$ cat src/rtl/qpsk_symbol_framer.sv
// QPSK symbol framer: prefixes each frame with an alternating 00/11 preamble, then sends payload bytes as MSB-first dibits.
// Optional payload scrambler (x^7+x^4+1, seed 7'h7F per frame) enabled by defining QPSK_FRAMER_SCRAMBLER_EN.
module qpsk_symbol_framer #(
    parameter int unsigned PREAMBLE_LEN = 16
) (
    input  logic       clk,
    input  logic       rst_n,
    input  logic [7:0] in_data,
    input  logic       in_valid,
    input  logic       in_last,
    output logic       in_ready,
    output logic [1:0] bit_out,
    output logic       sym_valid,
    input  logic       sym_ready,
    output logic       sym_last,
    output logic       underrun
);

    localparam int unsigned CNT_W = (PREAMBLE_LEN > 2) ? $clog2(PREAMBLE_LEN) : 1;
    localparam logic [CNT_W-1:0] PRE_LAST = CNT_W'(PREAMBLE_LEN - 1);

    typedef enum logic [1:0] {IDLE, PREAMBLE, DATA} state_t;

    state_t           state_q;
    logic [7:0]       hold_q;
    logic             hold_full_q;
    logic             last_q;
    logic             gap_q;
    logic [CNT_W-1:0] pre_cnt_q;
    logic [1:0]       dib_q;
    logic [1:0]       bit_out_q;
    logic             sym_valid_q;
    logic             sym_last_q;
    logic             underrun_q;
    logic [7:0]       hold_d;
    logic             in_fire;
    logic             sym_fire;

    function automatic logic [1:0] dibit(input logic [7:0] b, input logic [1:0] idx);
        logic [7:0] sh;
        sh = b << {idx, 1'b0};
        return sh[7:6];
    endfunction

`ifdef QPSK_FRAMER_SCRAMBLER_EN
    logic [6:0] lfsr_q;
    logic [6:0] lfsr_d;

    // Whole byte is scrambled on load: eight steps in transmit (MSB-first) order.
    function automatic logic [14:0] scramble(input logic [6:0] seed, input logic [7:0] d);
        logic [6:0] s;
        logic [7:0] dd;
        logic [7:0] o;
        logic       nb;
        s  = seed;
        dd = d;
        o  = '0;
        for (int unsigned i = 0; i < 8; i++) begin
            nb = s[6] ^ s[3];
            o  = {o[6:0], dd[7] ^ nb};
            dd = {dd[6:0], 1'b0};
            s  = {s[5:0], nb};
        end
        return {s, o};
    endfunction

    always_comb begin
        {lfsr_d, hold_d} = scramble((state_q == IDLE) ? 7'h7F : lfsr_q, in_data);
    end
`else
    always_comb begin
        hold_d = in_data;
    end
`endif

    always_comb begin
        in_ready = 1'b0;
        if (rst_n) begin
            case (state_q)
                IDLE:    in_ready = 1'b1;
                DATA:    in_ready = !last_q && (!hold_full_q ||
                                    (sym_valid_q && sym_ready && (dib_q == 2'd3)));
                default: in_ready = 1'b0;
            endcase
        end
        in_fire  = in_valid && in_ready;
        sym_fire = sym_valid_q && sym_ready;
    end

    always_ff @(posedge clk) begin
        if (!rst_n) begin
            state_q     <= IDLE;
            hold_q      <= '0;
            hold_full_q <= 1'b0;
            last_q      <= 1'b0;
            gap_q       <= 1'b0;
            pre_cnt_q   <= '0;
            dib_q       <= '0;
            bit_out_q   <= '0;
            sym_valid_q <= 1'b0;
            sym_last_q  <= 1'b0;
            underrun_q  <= 1'b0;
`ifdef QPSK_FRAMER_SCRAMBLER_EN
            lfsr_q      <= '0;
`endif
        end else begin
            underrun_q <= 1'b0;
            case (state_q)
                IDLE: begin
                    if (in_fire) begin
                        state_q     <= PREAMBLE;
                        hold_q      <= hold_d;
                        hold_full_q <= 1'b1;
                        last_q      <= in_last;
                        gap_q       <= 1'b0;
                        pre_cnt_q   <= '0;
                        dib_q       <= '0;
                        bit_out_q   <= 2'b00;
                        sym_valid_q <= 1'b1;
                        sym_last_q  <= 1'b0;
`ifdef QPSK_FRAMER_SCRAMBLER_EN
                        lfsr_q      <= lfsr_d;
`endif
                    end
                end
                PREAMBLE: begin
                    if (sym_fire) begin
                        if (pre_cnt_q == PRE_LAST) begin
                            state_q   <= DATA;
                            bit_out_q <= dibit(hold_q, 2'd0);
                        end else begin
                            pre_cnt_q <= pre_cnt_q + 1'b1;
                            bit_out_q <= {2{~pre_cnt_q[0]}};
                        end
                    end
                end
                DATA: begin
                    if (sym_fire && (dib_q != 2'd3)) begin
                        dib_q      <= dib_q + 2'd1;
                        bit_out_q  <= dibit(hold_q, dib_q + 2'd1);
                        sym_last_q <= last_q && (dib_q == 2'd2);
                    end else if (sym_fire && last_q) begin
                        state_q     <= IDLE;
                        hold_q      <= '0;
                        hold_full_q <= 1'b0;
                        last_q      <= 1'b0;
                        pre_cnt_q   <= '0;
                        dib_q       <= '0;
                        bit_out_q   <= 2'b00;
                        sym_valid_q <= 1'b0;
                        sym_last_q  <= 1'b0;
                    end else if ((sym_fire || !hold_full_q) && in_fire) begin
                        hold_q      <= hold_d;
                        hold_full_q <= 1'b1;
                        last_q      <= in_last;
                        gap_q       <= 1'b0;
                        dib_q       <= '0;
                        bit_out_q   <= hold_d[7:6];
                        sym_valid_q <= 1'b1;
                        sym_last_q  <= 1'b0;
`ifdef QPSK_FRAMER_SCRAMBLER_EN
                        lfsr_q      <= lfsr_d;
`endif
                    end else if (sym_fire) begin
                        hold_q      <= '0;
                        hold_full_q <= 1'b0;
                        dib_q       <= '0;
                        sym_valid_q <= 1'b0;
                    end else if (!hold_full_q && !gap_q) begin
                        // Registered outputs: the first empty cycle is flagged one cycle later.
                        underrun_q <= 1'b1;
                        gap_q      <= 1'b1;
                    end
                end
                default: state_q <= IDLE;
            endcase
        end
    end

    assign bit_out   = bit_out_q;
    assign sym_valid = sym_valid_q;
    assign sym_last  = sym_last_q;
    assign underrun  = underrun_q;

endmodule

$ cat config.mk
export PLATFORM = sky130hd
export DESIGN_NAME = qpsk_symbol_framer
export DESIGN_NICKNAME = d
export VERILOG_FILES = /design/src/rtl/qpsk_symbol_framer.sv
export SDC_FILE = /design/constraint.sdc
export NUM_CORES = 1
export LEC_CHECK = 0
export BUFFER_PORTS_ARGS = -buffer_cell sky130_fd_sc_hd__buf_2
export CAP_MARGIN = 20
export CELL_PAD_IN_SITES_DETAIL_PLACEMENT = 1
export CELL_PAD_IN_SITES_GLOBAL_PLACEMENT = 1
export CORE_MARGIN = 10
export CORE_UTILIZATION = 45
export DETAILED_ROUTE_END_ITERATION = 7
export GPL_TIMING_DRIVEN = 0
export HOLD_SLACK_MARGIN = 0.12
export MAX_ROUTING_LAYER = met4
export PLACE_DENSITY_LB_ADDON = 0.08
export SYNTH_ARGS = -nofsm -noshare
export SYNTH_HDL_FRONTEND = slang
export SYNTH_SLANG_ARGS = --single-unit
$ cat constraint.sdc
create_clock -name clk -period 4 [get_ports clk]
set_input_delay 0.8 -clock clk [delete_from_list [all_inputs] [get_ports clk]]
set_output_delay 0.8 -clock clk [all_outputs]
set_load 0.005 [all_outputs]
# After elaboration in Yosys (flattened, before gate mapping)
# Index checks and enable logic that the tools add are counted.
# W data, S select, Z words.
[word_totals]
ff_bits = 23
word_cells = 116
[op_classes]
n_addsub = 2
eq_ne = 19
shift = 1
muxes = 55
bitwise = 3
n_reduce_logical = 26
[ops]
columns = ["operator", "n"]
rows = [
  ["$mux W8", 5],
  ["$mux W2", 15],
  ["$mux W1", 20],
  ["$mux W4", 5],
  ["$ne A2 B2 Y1 const B", 8],
  ["$pmux W8 S2", 1],
  ["$pmux W2 S3", 2],
  ["$pmux W4 S3", 1],
  ["$reduce_and A4 Y1", 3],
  ["$reduce_and A6 Y1", 2],
  ["$pmux W1 S2", 5],
  ["$logic_and A1 B1 Y1", 9],
  ["$ne A3 B3 Y1 const B", 3],
  ["$ne A4 B4 Y1 const B", 2],
  ["$shl A8 B3 Y8", 1],
  ["$eq A2 B2 Y1 const B", 3],
  ["$reduce_and A3 Y1", 2],
  ["$reduce_or A6 Y1", 1],
  ["$ne A5 B5 Y1 const B", 1],
  ["$reduce_and A5 Y1", 1],
  ["$add A4 B1 Y4 const B", 1],
  ["$eq A4 B4 Y1 const B", 1],
  ["$pmux W2 S2", 1],
  ["$logic_not A1 Y1", 3],
  ["other kinds (7)", 10],
]

# Depth between registers and ports, before layout
# Gate-level depths: netlist of run 1.
[depth]
ltp_word = 12
mapped_depth = 8

# Worst setup path before layout of run 1
# No wires, ideal clock.
[synth_timing]
path_kind = "input-to-output"
from = "in sym_ready"
to = "out in_ready"
arrival_time_ps = 1248
t_required_ps = 3200
setup_slack_ps = 1952
cell_stages = 3
n_path_buf = 0
path_cell_list = "a21boi_0 o21ai_2 and2_1"
[synth_via]
elab_chain_len = 6
[synth_rtl]
columns = ["element", "line_no", "rtl"]
rows = [
  ["from (decl)", "14", "input logic sym_ready,"],
  ["$logic_and A1 B1 Y1 (2 in a row)", "82", "(sym_valid_q && sym_ready && (dib_q == 2'd3)));"],
  ["$logic_or A1 B1 Y1", "81", "DATA: in_ready = !last_q && (!hold_full_q ||"],
  ["$logic_and A1 B1 Y1", "81", ""],
  ["$pmux W1 S2", "79", "case (state_q)"],
  ["$mux W1", "78", "if (rst_n) begin"],
  ["to (decl)", "11", "output logic in_ready,"],
]
# Every way passes these cells.

# Worst setup path after layout of run 1
[layout_timing]
from = "reg dib_q[0]"
to = "out in_ready"
[layout_via]
elab_chain_len = 6
[layout_rtl]
columns = ["element", "line_no", "rtl"]
rows = [
  ["from (decl)", "30", "logic [1:0] dib_q;"],
  ["from (signal assigned)", "139", "dib_q <= dib_q + 2'd1;"],
  ["$eq A2 B2 Y1", "82", ""],
  ["$logic_and A1 B1 Y1", "82", ""],
  ["$logic_or A1 B1 Y1", "81", ""],
  ["$logic_and A1 B1 Y1", "81", ""],
  ["$pmux W1 S2", "79", ""],
  ["$mux W1", "78", ""],
]
# Every way passes these cells.

==> results.md, run 1 <==
- The flow ran to the end, and the final reports show no timing, DRC or antenna violations.
- The main flop type after synthesis is dfxtp_1.
- By area the synthesized netlist is led by dfxtp_1, ha_1, a22o_1, mux2i_1, nand3_1.
- The via count of the first global-routing pass was 1177.
- The count of final setup violators is 0.
- For this design, the CTS-stage hold fixing added 0 buffers.
- Across every metal layer, demand over resource in global routing totals 13.09%.
- The routability-driven placement congestion ratio is 0.8034.
- The number of synthesized flops with an enable pin is 0.
- The number of routed nets with antenna violations is 0.
- The clock period could shrink to 2510 ps.
- The worst-case setup margin in the final layout is 1490 ps.
- The detailed router placed 1184 vias in this run.
- The maximum fanout encountered on the critical timing path is 6.
- The tree is rooted in a clkbuf_4.
- The first TritonRoute pass finished after 4 iterations.
- Adding up every negative setup slack in the final design gives 0 ps.
- The number of post-CTS setup repair buffers is 0.
- The number of cells upsized or downsized after cts is 0.
- The sort of element at the start of the critical path is a flip-flop.
- The min-delay analysis places its worst path in the category flip-flop to flip-flop.
- The initial antenna violation count was 0.
- Setup repair after global routing left no endpoint under its margin.
- The clock tree from TritonCTS is yes.
- The number of diodes is 0.
- The number of nets in the finished design is 186.
- In this run, distinct cell masters in the synthesized netlist total 43.
- In this run, CTS created clock tree buffers numbering 3.
- During I/O placement, the number of pins put on the boundary was 19.
- OpenSTA, run right after detailed placement, puts the worst setup slack at 1503 ps.
- The floorplan die width is 73.62 µm.
- The post-synthesis sequential area ratio is 35.59%.
- The register clock-pin slew on the reported worst setup and hold paths is 130 ps.
- Across the routed clock network, the largest skew measured is 4.703 ps.
- The height of the chip is 73.62 µm.
- The leakage power is 0.6242 nW.
- The final critical-path share of the clock period is 62.74%.
- The largest voltage drop on the vdd net is 0.0002734 V.
- The total number of H-tree levels is 1.
- The number of buffer cells added on primary ports is 18.
- Summing every instance area after synthesis gives 1294 µm².
- The measured slew at the worst slew-check pin is 492.9 ps.
- The die footprint is 5420 µm².
- The required time reported for the critical path endpoint is 3200 ps.
- The buffer levels on the longest clock path is 2.
- Max-cap violations in this run came to 0.
- The maximum clock frequency is 0.3984 GHz.
- The number of slew-limit violations in the final report is 0.
- The sum of net half-perimeters after detailed placement is 2614 µm.
- The worst pin sits at a relative slew slack of 66.79%.
- The signed area change from the synthesized netlist to the final layout is 12.09%.
- The count of yosys warnings during synthesis is 0.
- Entering global routing, the biggest net connects 14 pins.
- The finished cells cover 1450 µm².
- The mean post-synth cell area is 9.047 µm².
- The total clock sinks is 23.
- The final design utilization is 52.59%.
- The total power divided by cell area is 384.6 nW/µm².
- The number of DRC violations after detailed routing is 0.
- The worst setup path is of the flip-flop to output port kind.
- The wire length of the first global-routing pass is 5602 µm.
- The post-route netlist has 21.21% of its cells at a drive strength greater than 1.
- The final hold violation count was 0.
- Once the floorplan was initialized, standard cells occupied 46.91% of the core.
- The endpoint class of the critical path is an output port.
- The number of nets in the synthesized netlist is 163.
- The final layout contains routed wiring with a total length of 3263 µm.
- The detailed-route vias per instance is 6.041.
- The standard cell area after detailed placement is 1423 µm².
- The insertion delay to the later sink of the worst-skew pair is 310 ps.
- The data arrival time of the critical path is 1710 ps.
- Dividing the detail-routed wire length by the instance count gives 16.65 µm.
- Synthesis handed over a netlist of 143 instances.
- In this run the standard cell core region covers 2758 µm².
- In the synthesized netlist the async set-or-reset flop fraction comes to 0%.
- The cell row count is 19.
- The synthesized design contains 23 register bits.
- The top-area cell type share of the netlist area is 35.59%.
- After the first detailed-routing iteration, the DRC count stood at 60.
- The biggest area consumer among synthesized cells is dfxtp_1.
- Global routing finished with a remaining overflow of 0.
-- synthesized netlist by cell type (3+ instances only) --
cell / count
dfxtp_1: 23
nand2_1: 13
nand3_1: 10
a22o_1: 7
ha_1: 7
inv_1: 7
nor2_1: 7
o21ai_0: 6
a21o_1: 5
a21oi_1: 5
mux2i_1: 5
a31oi_1: 4
and3_1: 3
buf_4: 3
nand2b_1: 3
-- placed cells by master, fill, tap and decap left out, types with 2 or more instances in the layout --
cell      count
mux4_2        2
a21oi_1       5
nand2b_1      3
dfxtp_1      23
nor2_1        7
nand4_1       2
buf_4         3
mux2i_1       5
nor4_1        2
a21o_1        5
a31oi_1       4
ha_1          7
nand2_1      13
nor3_1        2
buf_2        19
and3_1        3
a22o_1        7
clkbuf_4      3
nand3_1      10
o21a_1        2
inv_1         7
a21boi_0      2
a221o_1       2
o21ai_0       6
-- metrics by stage --
step / std cells / hold WS (ps) / total power, W
after global routing: 196 / 452.0 / 0.0005969
after detailed placement: 192 / 422.3 / 0.0004533
after global placement: 192 / 405.0 / 0.0004448
final: 196 / 439.3 / 0.0005577
after floorplan: 143 / 391.3 / 0.0004050
after CTS: 196 / 440.8 / 0.0005662
-- area by class of cell --
cell class | count | area (µm²)
fillers | 351 | 1308
repair buffers | 18 | 90.09
clock buffers | 3 | 22.52
clock inverters | 1 | 5.005
plain buffers | 5 | 31.28
inverters | 8 | 30.03
flip-flops and latches | 23 | 460.4
well taps | 31 | 38.79
multi-input cells | 107 | 772.0
-- logic make-up (layout without fill, tap and decap cells) --
logic type	after synthesis	after routing	synth area share, %
compound gates	43	43	25.53
simple gates	49	49	19.34
mux	7	7	7.350
buf+inv	13	35	4.738
fa+ha+maj	7	7	6.770
flops	23	23	35.59
xor+xnor	1	1	0.6771
-- state kept, by name, summed over array words and instances, names as in the netlist --
name,flops
sym_valid,1
gap_q,1
dib_q,2
hold_q,8
state_q,2
last_q,1
underrun,1
pre_cnt_q,4
bit_out,2
sym_last,1
-- where the power goes --
part	internal (W)	total [W]	switching [W]	leakage, nW
Sequential	0.000248	0.000264	0.0000159	0.188
Clock	0.0000374	0.000109	0.0000719	0.0177
Combinational	0.0000797	0.000184	0.000104	0.419
-- path summary, 6_finish.rpt --
kind / depth (start not counted) / slack, ps / endpoint / start
max: 5 / 1490 / in_ready / dib_q[0]
min reg2reg: 1 / 440 / underrun / gap_q
max reg2reg: 7 / 1900 / hold_q[0] / state_q[0]
min: 1 / 440 / underrun / gap_q
-- critical path, cell delays in order (launching register included) --
cell and delay, ps:
dfxtp_1 460, ha_1 290, a21boi_0 140, o21ai_2 240
and2_1 160, buf_2 110
-- routing by layer --
layer	share of wire, %	global-route usage, %	wire length, µm
met2	48	20.27	1553
met3	4.3	2.153	140
met1	47	16.60	1532
met5	0	-	0
met4	1.1	4.969	37
Note: power is estimated with default switching activity, not from simulation.
==> run 2: changes to the inputs <==
Settings changed: ABC_AREA set to 1, CORE_UTILIZATION 45 to 36.
Clock period 4 ns to 2.05 ns, I/O delays scaled along.
==> run 2 against run 1 <==
  * First-iteration DRC count fell by 25%
  * Clock skew rose by 0.77 ps
  * Critical path depth increased by 3
  * Sequential cell count did not move
  * Worst hold slack worse by 81 ps
  * Critical path type unchanged
==> results.md, run 2 <==
- The sum of net half-perimeters after detailed placement is 2977 µm.
- In the final layout, the share of cells above drive strength 1 is 21.13%.
- The data arrival time of the critical path is 1500 ps.
- The vias after detailed routing is 1298.
- Counting flops and latches in the post-synthesis netlist gives 23.
- The die is 80.76 µm tall.
- Clock-pin slew was measured on the worst setup and hold paths at 80 ps.
- Yosys instantiated no cell more often than nand2_1.
- Hold repair after CTS inserted 0 buffers.
- Before antenna repair, the detailed router went through 4 iterations.
- The biggest area contributor in the post-synthesis netlist is dfxtp_1.
- The endpoint class of the critical path is an output port.
- The cell count after placement is 257.
- The internal power of the cells totals 0.001177 W.
- The all-layer global routing usage is 12.41%.
- The filler-free cell count of the finished design is 261.
- The signed area change from the synthesized netlist to the final layout is 14.69%.
- Timing would allow up to 0.5231 GHz.
- During synthesis, Yosys emitted a total of 0 warnings.
- Per report_power, the combinational group accounts for 52.1% of the total.
- The initial utilization of the core area, before any placement, comes to 36.85%.
- The setup clock skew after layout is 5.469 ps.
- After detailed routing, the number of remaining DRC violations is 0.
- TritonCTS built the clock tree.
- The number of routed nets with antenna violations is 0.
- Yosys mapped the design onto 27 distinct sky130hd cell types.
- The final critical-path share of the clock period is 93.26%.
- In the routed layout, each cell is associated on average with a via count of 4.973.
- Summed over its instances, the top area cell type makes up 34.65% of the synthesized netlist area.
- In the final routed layout, each cell accounts on average for 13.81 µm.
- The sum of negative setup slack is 0 ps.
- The number of slew-limit violations in the final report is 0.
- The number of clock buffers added by TritonCTS is 3.
- The final layout contains 234 nets.
- The detailed router finished its first iteration with 45 violations.
- In this run, synthesis inferred 0 flip-flops with an integrated enable.
- Clock latency on the worst-skew pair, taken at its later pin, is 270 ps.
- The placeable core region is 3606 µm².
- The total clock sinks is 23.
- The tool flagged a number of max-cap violations equal to 0.
- CTS built an H-tree with a depth of 1.
- The buffer levels on the longest clock path is 2.
- The flow ran to the end, and the final reports show no timing, DRC or antenna violations.
- The analysis attributes to cell leakage a power of 0.7399 nW.
- The cell with the largest stage delay on the worst path is dfxtp_1.
- Per report_power, the clock group accounts for 13.3% of the total.
- The largest register by flop count is hold_q.
- The worst path buffer plus inverter count is 4.
- Dividing total power by cell area gives a power density of 1426 nW/µm².
- The number of fill cells is 500.
- The cell area after synthesis is 1329 µm².
- From left edge to right edge, the die measures 80.76 µm.
- In the post-synthesis netlist, the biggest area contributors are dfxtp_1, nand2_1, nand3_1, ha_1, inv_1.
- Sequential cells burn 34.7% of the power.
- The die footprint is 6521 µm².
- By instance count, the cell type seen most on the critical path is inv_2.
- After synthesis, the mean cell area works out to 6.957 µm².
- Summed over all layers, the routed wires come to 3605 µm.
- The number of buffer cells added on primary ports is 18.
- In this design, the largest share of critical-path delay is due to buffers and inverters.
- Buffers added to address setup during post-CTS repair amount to 0.
- The global routing stage identified its most utilized layer as met2.
- Setup repair after global routing left no endpoint under its margin.
- The net switching power is 0.0009965 W.
- The via count of the first global-routing pass came to 1372.
- Leaving out fill and tap cells, the most frequent cells in the layout are nand2_1, nand3_1, dfxtp_1.
- The main flop type after synthesis is dfxtp_1.
- The relative max-transition margin is 65.06%.
- In this run the clock root is driven by a clkbuf_8.
- The required time reported for the critical path endpoint is 1640 ps.
- The pin count of the biggest net entering global routing is 13.
- Before CTS, the worst setup slack after placement is 198.9 ps.
- In the synthesized netlist the async set-or-reset flop fraction comes to 0%.
- 19 I/O pins were placed.
- The final hold violation count was 0.
- The met2 track demand over resource is 20.78%.
- The post-synthesis sequential area ratio is 34.65%.
- The met3 capacity usage during global routing is 3.311%.
- Setup violations remaining at the end of the flow were counted as 0.
- The measured slew at the worst slew-check pin is 524.0 ps.
- In this design, the stage delay of the slowest critical-path cell is 350 ps.
- After floorplanning, the core was divided into 22 placement rows.
- The wire length of the first global-routing pass is 6327 µm.
- The number of diodes is 0.
- The path class of the tightest hold or removal check is input port to flip-flop.
- The library cell used most frequently in the layout, excluding fill and tap cells, is nand2_1.
- The overall overflow remaining after global route is 0.
- The type of the setup path with the least slack is flip-flop to output port.
- Setup slack closes at 138.2 ps.
- The number of nets in the synthesized netlist is 211.
- Summing internal, switching and leakage power gives 0.002174 W.
- STA classifies the critical path startpoint as a flip-flop.
- The routability-driven placement congestion ratio is 0.8374.
- The largest voltage drop on the vdd net is 0.0004401 V.
- The flip-flop count of the largest register, all copies and words added is 8.
- The critical path goes through inv_2 > ha_1 > buf_4 > inv_2 > nor2_1 > nand3_1 > a21oi_1 > buf_2.
- The worst path needs 1912 ps of the cycle, external delays included.
- The switching part of the total power is 45.84%.
- Counting every instance in the synthesized netlist gives 191.
- The worst hold slack across all endpoints is 358.7 ps.
- In the final layout, the registers with the most flip-flops are hold_q: 8 flops, pre_cnt_q: 4 flops.
- Along the worst path, the maximum fanout reaches 7.
- The initial antenna violation count is 0.
- The commonest cells after synthesis are nand2_1, nand3_1, dfxtp_1.
- The global-route met1 utilization is 14.19%.
run 2: changes by cell type after synthesis, sizes merged, moves of 3 or more:
cell	before	now
mux2i	5	0
inv	7	19
a21o	5	0
and3	3	0
a31oi	4	0
a21boi	3	0
a21oi	6	10
nand3	10	35
nand2	14	58
nand2b	3	0
nor2	8	18
a22o	7	0
run 2: cells by family after synthesis:
group	count (synthesis)	share of synthesized area, %
buf+inv	24	7.627
xor+xnor	2	1.319
compound gates	18	8.004
flops	23	34.65
fa+ha+maj	7	6.591
simple gates	117	41.81
run 2: through the flow:
| stage | cell area (µm²) | utilization, % |
|---|---|---|
| after detailed placement | 1479 | 41.01 |
| after CTS | 1524 | 42.26 |
| after global placement | 1479 | 41.01 |
| final | 1524 | 42.26 |
| after global routing | 1524 | 42.26 |
| after floorplan | 1329 | - |
run 2: path summary, 6_finish.rpt:
path         slack [ps]  cells after the start        from          to
max                 140                      8  state_q[0]    in_ready
min                 360                      3  in_data[4]   hold_q[4]
max reg2reg         210                     12    dib_q[0]  bit_out[1]
min reg2reg         430                      1       gap_q    underrun
run 2: timing repair:
| item | CTS | global route |
|---|---|---|
| endpoints found under the setup margin | 0 | 1 |
| endpoints found under the hold margin | 0 | 0 |
| gates resized for setup | 0 | 1 |
run 2: cell type report:
| class | instances | area (µm²) | area share (%) |
|---|---|---|---|
| Inverter | 19 | 71.32 | 4.680 |
| Tap cell | 48 | 60.06 | 3.941 |
| Multi-Input combinational cell | 144 | 767.0 | 50.33 |
| Clock buffer | 4 | 45.04 | 2.956 |
| Timing Repair Buffer | 18 | 90.09 | 5.911 |
| Buffer | 5 | 30.03 | 1.970 |
| Sequential cell | 23 | 460.4 | 30.21 |
run 2: per-layer routing:
layer	part of all wire (%)	wire [µm]
met5	0	0
met4	1.2	42
met3	4.9	175
met2	47	1709
met1	46	1676
run 2: power groups by stage:
stage	sequential [W]	combinational (W)	clock [W]
6_report	0.000754	0.00113	0.000288
3_5_place_dp	0.000766	0.00115	0
2_1_floorplan	0.000724	0.000862	0
4_1_cts	0.000755	0.00116	0.000301
5_1_grt	0.000780	0.00130	0.000329
3_3_place_gp	0.000752	0.00110	0
run 2: tightest hold or removal path, delay by kind of cell:
family | cells | cell delay, ps
simple gates | 2 | 120
buf+inv | 1 | 70
==> run 3: changes to the inputs <==
Settings changed: ABC_AREA 1 to not set, CORE_UTILIZATION 36 to 38, HOLD_SLACK_MARGIN 0.12 to 0.1.
==> run 3 against run 2 <==
  * Sequential power decreased by 32%
  * Worst hold slack got worse by 66 ps
  * Core utilization increased by 3.8 points
  * Routed wire length decreased by 7.3%
  * Final cell count decreased by 18%
  * Register-to-register slack got worse by 70 ps
  * Combinational power decreased by 66%
  * First-iteration DRC count decreased by 16%
  * Critical endpoint unchanged
==> results.md, run 3 (synthesis results as in run 1) <==
- The flow ran to the end, and the final reports show no timing, DRC or antenna violations.
- The delay of the slowest cell on the worst path is 390 ps.
- Global routing used 11.52% of the available tracks.
- The endpoint class of the critical path is an output port.
- The wire-length estimate of the detail-placed layout is 2589 µm.
- The overall overflow remaining after global route is 0.
- The signed area change from the synthesized netlist to the final layout is 17.79%.
- The total clock sinks is 23.
- The first global-routing pass estimated 5692 µm of wire.
- Clock skew on the completed layout was measured at 2.980 ps.
- Hold timing on the final database bottoms out at a slack of 292.8 ps.
- The root buffer cell is clkbuf_4.
- The via count of the first global-routing pass is 1245.
- The buffer levels on the longest clock path is 2.
- STA puts the critical path data arrival time at 1520 ps.
- The final hold violation count is 0.
- The count of final setup violators is 0.
- The overall routed net length is 3342 µm.
- The number of ports placed on the die boundary is 19.
- The largest register by flop count is hold_q.
- The clock tree from TritonCTS is yes.
- The initial antenna violation count came to 0.
- Measured along the x axis, the die boundary spans 78.35 µm.
- The sort of element at the start of the critical path is a flip-flop.
- Measured along the y axis, the die boundary spans 78.35 µm.
- The vias after detailed routing is 1176.
- The register clock-pin slew on the reported worst setup and hold paths is 130 ps.
- For this configuration, the core starts out at a cell density of 39.08%.
- Traced cell by cell, the critical path runs through ha_2 > a21boi_1 > o21ai_4 > and2_1 > buf_2.
- Derived from the worst setup path, the maximum achievable clock frequency is 0.5191 GHz.
- The wire length per cell is 15.69 µm.
- The final design utilization is 46.03%.
- The fraction of final layout cells sized beyond drive strength 1 is 26.35%.
- In this run the core area contains 21 standard-cell rows.
- The type of the setup path with the least slack is flip-flop to output port.
- The maximum fanout encountered on the critical timing path is 6.
- The total number of H-tree levels is 1.
- The routability-driven placement congestion ratio is 0.8418.
- TritonCTS created 3 clock buffers.
- The library cell used most frequently in the layout, excluding fill and tap cells, is dfxtp_1.
- The cell with the largest stage delay on the worst path is dfxtp_4.
- Entering global routing, the biggest net connects 14 pins.
- The leakage power is 0.6342 nW.
- The flip-flop count of the largest register, all copies and words added is 8.
- The number of design-rule violations left by the first detailed-router iteration is 38.
- The largest registers in the layout are hold_q: 8 flops, pre_cnt_q: 4 flops.
- The number of buffer cells added on primary ports is 18.
- The worst hold path belongs to the class input port to flip-flop.
- The die footprint is 6139 µm².
- The number of slew-limit violations in the final report was 0.
- The repair_antennas step left the layout with diodes totalling 0.
- Setup repair after global routing left no endpoint under its margin.
- The required time reported for the critical path endpoint is 1640 ps.
- For this run, design rule violations remaining after detail routing come to 0.
- The number of routed nets with antenna violations is 0.
- The relative max-transition margin is 63.32%.
- Overall power consumption after layout is estimated at 0.001120 W.
- Subtracting the final worst setup slack from the clock period gives 1926 ps.
- For this design the ratio of total power to cell area is 734.7 nW/µm².
- At the pin with the least slew margin, the transition time is 544.5 ps.
- The final critical-path share of the clock period is 93.96%.
- The insertion delay to the later sink of the worst-skew pair is 320 ps.
- The first detailed-routing pass ran for 4 iterations.
- The placeable core region is 3311 µm².
- After filler insertion, the fill cell instance count of the layout stands at 418.
- After the last flow step, the layout net total stands at 188.
- The reported max-cap violation count is 0.
- The detailed-route vias per instance is 5.521.
- The largest voltage drop on the vdd net is 0.0004492 V.
- In the layout the commonest cells are dfxtp_1, buf_2, nand2_1.
[run 3: changes by cell type in the layout (fill, tap and decap cells not counted), sizes merged, moves of 5 or more]
cell   delta
a22o      +7
nand2    -44
nand3    -25
mux2i     +5
inv      -12
a21o      +5
nor2     -10
[run 3: layout make-up]
| cell class | count | area [µm²] | share of cell area (%) |
|---|---|---|---|
| Buffer | 5 | 31.28 | 2.053 |
| Clock buffer | 3 | 22.52 | 1.478 |
| Clock inverter | 1 | 5.005 | 0.3284 |
| Inverter | 8 | 30.03 | 1.970 |
| Multi-Input combinational cell | 107 | 805.8 | 52.87 |
| Sequential cell | 23 | 466.7 | 30.62 |
| Tap cell | 46 | 57.56 | 3.777 |
| Timing Repair Buffer | 20 | 105.1 | 6.897 |
[run 3: worst max-delay path: cells and delay by family (launching register included)]
| family | cells | cell delay [ps] |
|---|---|---|
| adders and majority gates | 1 | 230 |
| and+or+nand+nor | 1 | 150 |
| buffers and inverters | 1 | 120 |
| AOI/OAI and AO/OA | 2 | 310 |
| DFF | 1 | 390 |
[run 3: where the power goes]
group | switching (W) | internal [W] | total, W
clock | 0.000143 | 0.0000731 | 0.000216
sequential | 0.0000298 | 0.000487 | 0.000516
combinational | 0.000214 | 0.000174 | 0.000387
total | 0.000386 | 0.000733 | 0.00112
[run 3: path summary, 6_finish.rpt]
path	start	to	slack (ps)	cells after the start
hold / removal	in_data[1]	hold_q[1]	290	2
setup reg to reg	dib_q[0]	pre_cnt_q[0]	140	7
setup / recovery	dib_q[0]	in_ready	120	5
hold reg to reg	gap_q	underrun	440	1
[run 3: repair_timing]
action | CTS | global route
resized for setup | 7 | 6
hold buffers | 0 | 0
endpoints found under the setup margin | 12 | 13
setup buffers | 0 | 2
pin swaps | 1 | 1
[run 3: per-stage QoR]
step / std cells / setup WS [ps] / instance area, µm² / TNS, ps
finish: 213 / 123.8 / 1524 / 0
detailed placement: 207 / -109.5 / 1441 / -839.8
global route: 213 / 6.510 / 1524 / 0
floorplan: 143 / 310.0 / 1294 / 0
CTS: 211 / 7.059 / 1485 / 0
global placement: 207 / -115.4 / 1441 / -1026
[run 3: routing by layer]
layer | part of all wire, % | up-vias | routed length (µm) | global-route usage, %
met5 | 0 | - | 0 | -
met4 | 1.6 | 0 | 55 | 4.839
met3 | 3.6 | 4 | 120 | 2.506
met2 | 47 | 19 | 1582 | 19.16
met1 | 47 | 578 | 1584 | 13.09
li1 | - | 575 | - | -
